File: src/rtl/matmul_pkg.sv
// Shared sizes, FSM state type and run-timing constants for the 4x4 systolic matrix multiplier.
package matmul_pkg;
  localparam int DW   = 8;
  localparam int N    = 4;
  localparam int AW   = 10;
  localparam int ACCW = 16;
  localparam int WW   = N * DW;
  localparam int CW   = 5;
  localparam int KW   = $clog2(N);

  // Cycle indices relative to the edge that samples start.
  localparam int READ_CYCLES = 4;
  localparam int WRITE_START = 12;
  localparam int DONE_CYCLE  = 16;

  typedef enum logic [2:0] {IDLE, READ, DRAIN, WRITE, DONE} state_t;

  function automatic logic [ACCW-1:0] mac_wrap(input logic [ACCW-1:0] acc,
                                               input logic [DW-1:0]   a,
                                               input logic [DW-1:0]   b);
    return acc + ACCW'(a) * ACCW'(b);
  endfunction
endpackage

File: src/rtl/matmul_pe.sv
// Systolic MAC cell: accumulates a*b and forwards a east and b south one cycle later.
module matmul_pe
  import matmul_pkg::*;
(
  input  logic            clk,
  input  logic            rst,
  input  logic            acc_rst,
  input  logic [DW-1:0]   a_in,
  input  logic [DW-1:0]   b_in,
  output logic [DW-1:0]   a_out,
  output logic [DW-1:0]   b_out,
  output logic [ACCW-1:0] acc
);
  always_ff @(posedge clk or posedge rst) begin
    if (rst) begin
      a_out <= '0;
      b_out <= '0;
    end else begin
      a_out <= a_in;
      b_out <= b_in;
    end
  end

  // Accumulator has its own clear so it can be zeroed without disturbing the pipeline.
  always_ff @(posedge clk or posedge acc_rst) begin
    if (acc_rst) acc <= '0;
    else         acc <= mac_wrap(acc, a_in, b_in);
  end
endmodule

File: src/rtl/matmul_ram.sv
// Single-port word RAM: synchronous write, registered read, contents never reset.
module matmul_ram
  import matmul_pkg::*;
(
  input  logic          clk,
  input  logic          we,
  input  logic [AW-1:0] addr,
  input  logic [WW-1:0] wdata,
  output logic [WW-1:0] rdata
);
  logic [WW-1:0] ram [0:(1<<AW)-1];

  always_ff @(posedge clk) begin
    if (we) ram[addr] <= wdata;
    rdata <= ram[addr];
  end
endmodule

File: src/rtl/matrix_multiplication.sv
// 4x4 systolic C = A x B over RAM-resident operands, with start/done handshake.
module matrix_multiplication
  import matmul_pkg::*;
(
  input  logic          clk,
  input  logic          resetn,
  input  logic          pe_resetn,
  input  logic [AW-1:0] address_mat_a,
  input  logic [AW-1:0] address_mat_b,
  input  logic [AW-1:0] address_mat_c,
  input  logic [7:0]    address_stride_a,
  input  logic [7:0]    address_stride_b,
  input  logic [7:0]    address_stride_c,
  input  logic [N-1:0]  validity_mask_a_rows,
  input  logic [N-1:0]  validity_mask_a_cols_b_rows,
  input  logic [N-1:0]  validity_mask_b_cols,
  input  logic          start_reg,
  input  logic          clear_done_reg,
  output logic          done_mat_mul
);
  state_t          state, state_nxt;
  logic [CW-1:0]   cnt, cnt_nxt;
  logic [KW-1:0]   idx;
  logic [AW-1:0]   addr_a, addr_b, addr_c;
  logic [WW-1:0]   a_word, b_word, c_wdata, c_rdata_unused;
  logic            c_we;
  logic            acc_rst;
  logic            rd_vld_p0;
  logic [KW-1:0]   rd_k_p0;
  logic [DW-1:0]   a_m [N];
  logic [DW-1:0]   b_m [N];
  logic [DW-1:0]   a_bus [N][N+1];
  logic [DW-1:0]   b_bus [N+1][N];
  logic [ACCW-1:0] acc [N][N];
  logic            edge_unused;

  assign idx          = cnt[KW-1:0];
  assign done_mat_mul = (state == DONE);
  assign acc_rst      = resetn | pe_resetn;
  assign c_we         = (state == WRITE);

  always_ff @(posedge clk or posedge resetn) begin
    if (resetn) begin
      state <= IDLE;
      cnt   <= '0;
    end else begin
      state <= state_nxt;
      cnt   <= cnt_nxt;
    end
  end

  always_comb begin
    state_nxt = state;
    cnt_nxt   = cnt + CW'(1);
    case (state)
      IDLE: begin
        cnt_nxt = '0;
        if (start_reg) state_nxt = READ;
      end
      READ:  if (cnt == CW'(READ_CYCLES - 1)) state_nxt = DRAIN;
      DRAIN: if (cnt == CW'(WRITE_START - 1)) state_nxt = WRITE;
      WRITE: if (cnt == CW'(DONE_CYCLE - 1))  state_nxt = DONE;
      DONE: begin
        cnt_nxt = cnt;
        if (clear_done_reg) state_nxt = IDLE;
      end
      default: state_nxt = IDLE;
    endcase
  end

  // During READ idx is the inner index k; during WRITE (cnt 12..15) it is the C row.
  assign addr_a = address_mat_a + AW'(idx) * AW'(address_stride_a);
  assign addr_b = address_mat_b + AW'(idx) * AW'(address_stride_b);
  assign addr_c = address_mat_c + AW'(idx) * AW'(address_stride_c);

  matmul_ram matrix_A (.clk(clk), .we(1'b0), .addr(addr_a), .wdata('0),      .rdata(a_word));
  matmul_ram matrix_B (.clk(clk), .we(1'b0), .addr(addr_b), .wdata('0),      .rdata(b_word));
  matmul_ram matrix_C (.clk(clk), .we(c_we), .addr(addr_c), .wdata(c_wdata), .rdata(c_rdata_unused));

  // p0: RAM data returns one cycle after the READ address; tag it valid with its k.
  always_ff @(posedge clk or posedge resetn) begin
    if (resetn) rd_vld_p0 <= 1'b0;
    else        rd_vld_p0 <= (state == READ);
  end

  always_ff @(posedge clk) rd_k_p0 <= idx;

  // Operands outside a valid read window are zero so idle cycles never accumulate.
  always_comb begin
    for (int i = 0; i < N; i++) begin
      a_m[i] = '0;
      b_m[i] = '0;
      if (rd_vld_p0 && validity_mask_a_cols_b_rows[rd_k_p0]) begin
        if (validity_mask_a_rows[i]) a_m[i] = a_word[i*DW +: DW];
        if (validity_mask_b_cols[i]) b_m[i] = b_word[i*DW +: DW];
      end
    end
  end

  // p1: row i of A and column j of B are skewed by i and j cycles at the array edges.
  for (genvar i = 0; i < N; i++) begin : g_skew
    if (i == 0) begin : g_direct
      assign a_bus[0][0] = a_m[0];
      assign b_bus[0][0] = b_m[0];
    end else begin : g_delay
      logic [DW-1:0] a_skew_p1 [i];
      logic [DW-1:0] b_skew_p1 [i];
      always_ff @(posedge clk or posedge resetn) begin
        if (resetn) begin
          for (int d = 0; d < i; d++) begin
            a_skew_p1[d] <= '0;
            b_skew_p1[d] <= '0;
          end
        end else begin
          a_skew_p1[0] <= a_m[i];
          b_skew_p1[0] <= b_m[i];
          for (int d = 1; d < i; d++) begin
            a_skew_p1[d] <= a_skew_p1[d-1];
            b_skew_p1[d] <= b_skew_p1[d-1];
          end
        end
      end
      assign a_bus[i][0] = a_skew_p1[i-1];
      assign b_bus[0][i] = b_skew_p1[i-1];
    end
  end

  // p2: the PE grid; a flows east along a_bus rows, b flows south along b_bus columns.
  for (genvar i = 0; i < N; i++) begin : g_row
    for (genvar j = 0; j < N; j++) begin : g_col
      matmul_pe u_pe (
        .clk    (clk),
        .rst    (resetn),
        .acc_rst(acc_rst),
        .a_in   (a_bus[i][j]),
        .b_in   (b_bus[i][j]),
        .a_out  (a_bus[i][j+1]),
        .b_out  (b_bus[i+1][j]),
        .acc    (acc[i][j])
      );
    end
  end

  always_comb begin
    c_wdata = '0;
    for (int j = 0; j < N; j++) c_wdata[j*DW +: DW] = acc[idx][j][DW-1:0];
  end

  // Array-edge outputs and upper accumulator bits have no consumer.
  always_comb begin
    edge_unused = 1'b0;
    for (int i = 0; i < N; i++) begin
      edge_unused = edge_unused ^ (^a_bus[i][N]) ^ (^b_bus[N][i]);
      for (int j = 0; j < N; j++) edge_unused = edge_unused ^ (^acc[i][j][ACCW-1:DW]);
    end
  end
endmodule

File: config.mk
export PLATFORM = sky130hd
export DESIGN_NAME = matrix_multiplication
export DESIGN_NICKNAME = d
export VERILOG_FILES = /design/src/rtl/matmul_pkg.sv /design/src/rtl/matmul_pe.sv /design/src/rtl/matmul_ram.sv /design/src/rtl/matrix_multiplication.sv
export SDC_FILE = /design/constraint.sdc
export NUM_CORES = 1
export LEC_CHECK = 0
export BUFFER_PORTS_ARGS = -buffer_cell sky130_fd_sc_hd__buf_2
export CORE_MARGIN = 2
export CORE_UTILIZATION = 24
export CTS_CLUSTER_DIAMETER = 120
export DETAILED_ROUTE_END_ITERATION = 6
export GPL_TIMING_DRIVEN = 0
export HOLD_SLACK_MARGIN = 0.03
export PLACE_DENSITY = 0.7
export REMOVE_ABC_BUFFERS = 1
export SETUP_SLACK_MARGIN = 0.15
export SYNTH_ARGS = -nofsm -noshare
export SYNTH_HDL_FRONTEND = slang
export SYNTH_SLANG_ARGS = --single-unit
File: constraint.sdc
create_clock -name clk -period 1.3 [get_ports clk]
set_input_delay 0.13 -clock clk [delete_from_list [all_inputs] [get_ports clk]]
set_output_delay 0.13 -clock clk [all_outputs]
set_load 0.02 [all_outputs]
==> metrics.yaml <==
drive_gt1_share_pct: 56.9
diodes: 0
arrival_ns: 1.28
clkLatencyLatePin_ns: 0.26
cts_root_buf: "clkbuf_4"
seqPwrFrac_pct: 27.8
power_leakage_uw: 0.000324
hold_viol: 0
ys_types: 27
max_stage_delay_ns: 0.43
worst_slack_ns: -0.112
period_needed_ns: 1.41
place_inst: 75
p_int_uw: 927
synth_area_um2: 445
grt_use_met3_pct: 7.31
clk_pin_slew_worst_paths_ns: 0.06
critPathSlowestCell: "or3b_4"
top_usage_layer: "met2"
grt_max_degree: 9
p_total_uw: 1510
worst_ep_required_time_ns: 1.17
cts_tree: "done"
ys_async_sr_fraction_pct: 100
grt_first_pass_wirelength_um: 1680
synth_seq_cells: 8
routabilityCongestion: 0.781
drt-total-wl_um: 1260
switchingPower_uw: 587
drt_iter0_markers: 2
startpoint_type: "flop"
drv_cap: 0
die_x_um: 47.1
ys.flop_type: "dfrtp_1"
rows: 15
hpwlAfterDp_um: 579
clock_skew_ns: 0.0104
power_frac_comb_pct: 59.1
synth-edff-count: 0
antenna_found_initial: 0
syn2layout_area_growth_pct: 60.1
end_kind: "output pin"
start_util_pct: 25.5
core_um2: 1750
yosysTopAreaCellShare_pct: 44.9
grt_use_total_pct: 11.4
cp_num_buf_inv: 2
finalSetupViolCount: 3
maxSlewViolCount: 0
dpl_worst_slack_ns: -0.139
h-tree-depth: 1
pwr-share-clk_pct: 13.1
vias_per_cell: 4.64
relSlewSlack_pct: 74.9
yosys.area.top_type: "dfrtp_1"
seq_area_frac_synth_pct: 44.9
final_cell_area_um2: 713
io_pins: 72
numCtsBuffers: 3
syn_area_per_cell_um2: 9.48
hp-class: "input pin to flop"
io_buffers: 4
grt_pass1_vias: 382
drc: 0
fin_crit_sh_pct: 109
cts.sinks: 8
die_y_um: 47.1
worstMarginPinSlew_ns: 0.371
grtUsageMet2_pct: 16.7
rsz0062_at_grt: "yes"
antenna_left: 0
fmax_mhz: 708
critPathKind: "flop to output pin"
synth.most_common_cell: "dfrtp_1"
fin_nets: 140
crit_family: "simple AND/OR/NAND/NOR gates"
p_sw_share_pct: 38.8
clk_path_buf_depth: 2
post_dp_cell_area_um2: 493
dr.pass1.iters: 4
finalSetupTns_ns: -0.234
powerDensity_nw_per_um2: 2120
routedWlPerCell_um: 14.0
via_count: 418
grt_util_met1_pct: 14.3
outcome: "finished with violations"
finalNonFillerCells: 90
synth_common_cells: "8 x dfrtp_1, 4 x nand2_1, 3 x a21oi_1, 3 x inv_1, 3 x nor2b_1"
yosysWarnings: 0
synthTopCellsByArea: "dfrtp_1 45%, ha_1 5.6%, nor2b_1 4.2%"
overflow: 0
dieArea_um2: 2220
crit_chain: "or3b_4, inv_2, buf_6"
syn_inst: 47
violations: "negative setup slack"
crit_fanout: 3
peakVddDrop_v: 0.000956
## logic make-up (layout without fill, tap and decap cells)
logic type / count (synthesis) / in the layout / synth area share [%]
and+or+nand+nor: 21 / 21 / 28.4
AOI/OAI and AO/OA: 12 / 12 / 17.7
DFF: 8 / 8 / 44.9
buffers and inverters: 4 / 22 / 3.37
adders and majority gates: 2 / 2 / 5.62
## power by group through the flow
stage               sequential [uW]  combinational, uW  clock [uW]
floorplan                       414                266           0
global placement                436                311           0
detailed placement              440                321           0
CTS                             410                701         201
global route                    430                954         219
finish                          421                895         198
## sequential cells by signal, indices dropped and copies added, names as in the netlist
signal  cells
cnt         5
state       3
## worst paths after layout
path	from	to	slack, ns	cells after the start
max in group asynchronous	resetn	state[2]	0.67	3
setup reg to reg	state[1]	state[0]	-0.10	4
setup / recovery	state[0]	done_mat_mul	-0.11	3
min in group asynchronous	resetn	state[1]	0.36	3
hold / removal	start_reg	state[0]	0.13	3
hold reg to reg	cnt[3]	cnt[3]	0.61	1
## metrics by stage
step	utilization, %	hold WS, ns
after floorplan	-	-0.0543
after global placement	28.2	0.0966
after detailed placement	28.2	0.102
after CTS	38.4	0.117
after global routing	40.9	0.145
final	40.9	0.127
## repair_timing
item	in CTS	in global routing
buffers inserted	11	0
hold buffers	1	0
hold endpoints to repair	8	0
pin swaps	8	6
gates resized for setup	18	13
setup endpoints to repair	8	9
## cell type report
cell class              instances  area, um2
clock buffers                   3       22.5
fillers                       170       1030
multi-input cells              35        308
repair buffers                 16        138
flip-flops and latches          8        203
well taps                      25       31.3
inverters                       3       11.3
## layout by cell type (no fill, tap or decap), types with 2 or more instances in the layout
cell type / Yosys / layout
dfrtp_1: 8 / 6
buf_6: 0 / 6
buf_4: 0 / 6
nor2b_1: 3 / 3
a21oi_2: 0 / 3
nand2_1: 4 / 3
clkbuf_4: 0 / 3
buf_2: 0 / 3
nor2_4: 0 / 2
o21ai_1: 1 / 2
inv_1: 3 / 2
dfrtp_2: 0 / 2
## layer usage
layer | up-vias | part of all wire [%]
li1 | 208 | -
met1 | 196 | 41
met2 | 12 | 52
met3 | 2 | 5.5
met4 | 0 | 0.71
met5 | - | 0
## worst min-delay path: cells and delay by family
family,cells,cell delay (ns)
AND/OR/NAND/NOR,1,0.06
buffers and inverters,1,0.07
AO/OA/AOI/OAI,1,0.08
No activity file was read; power rests on OpenSTA's default activity.
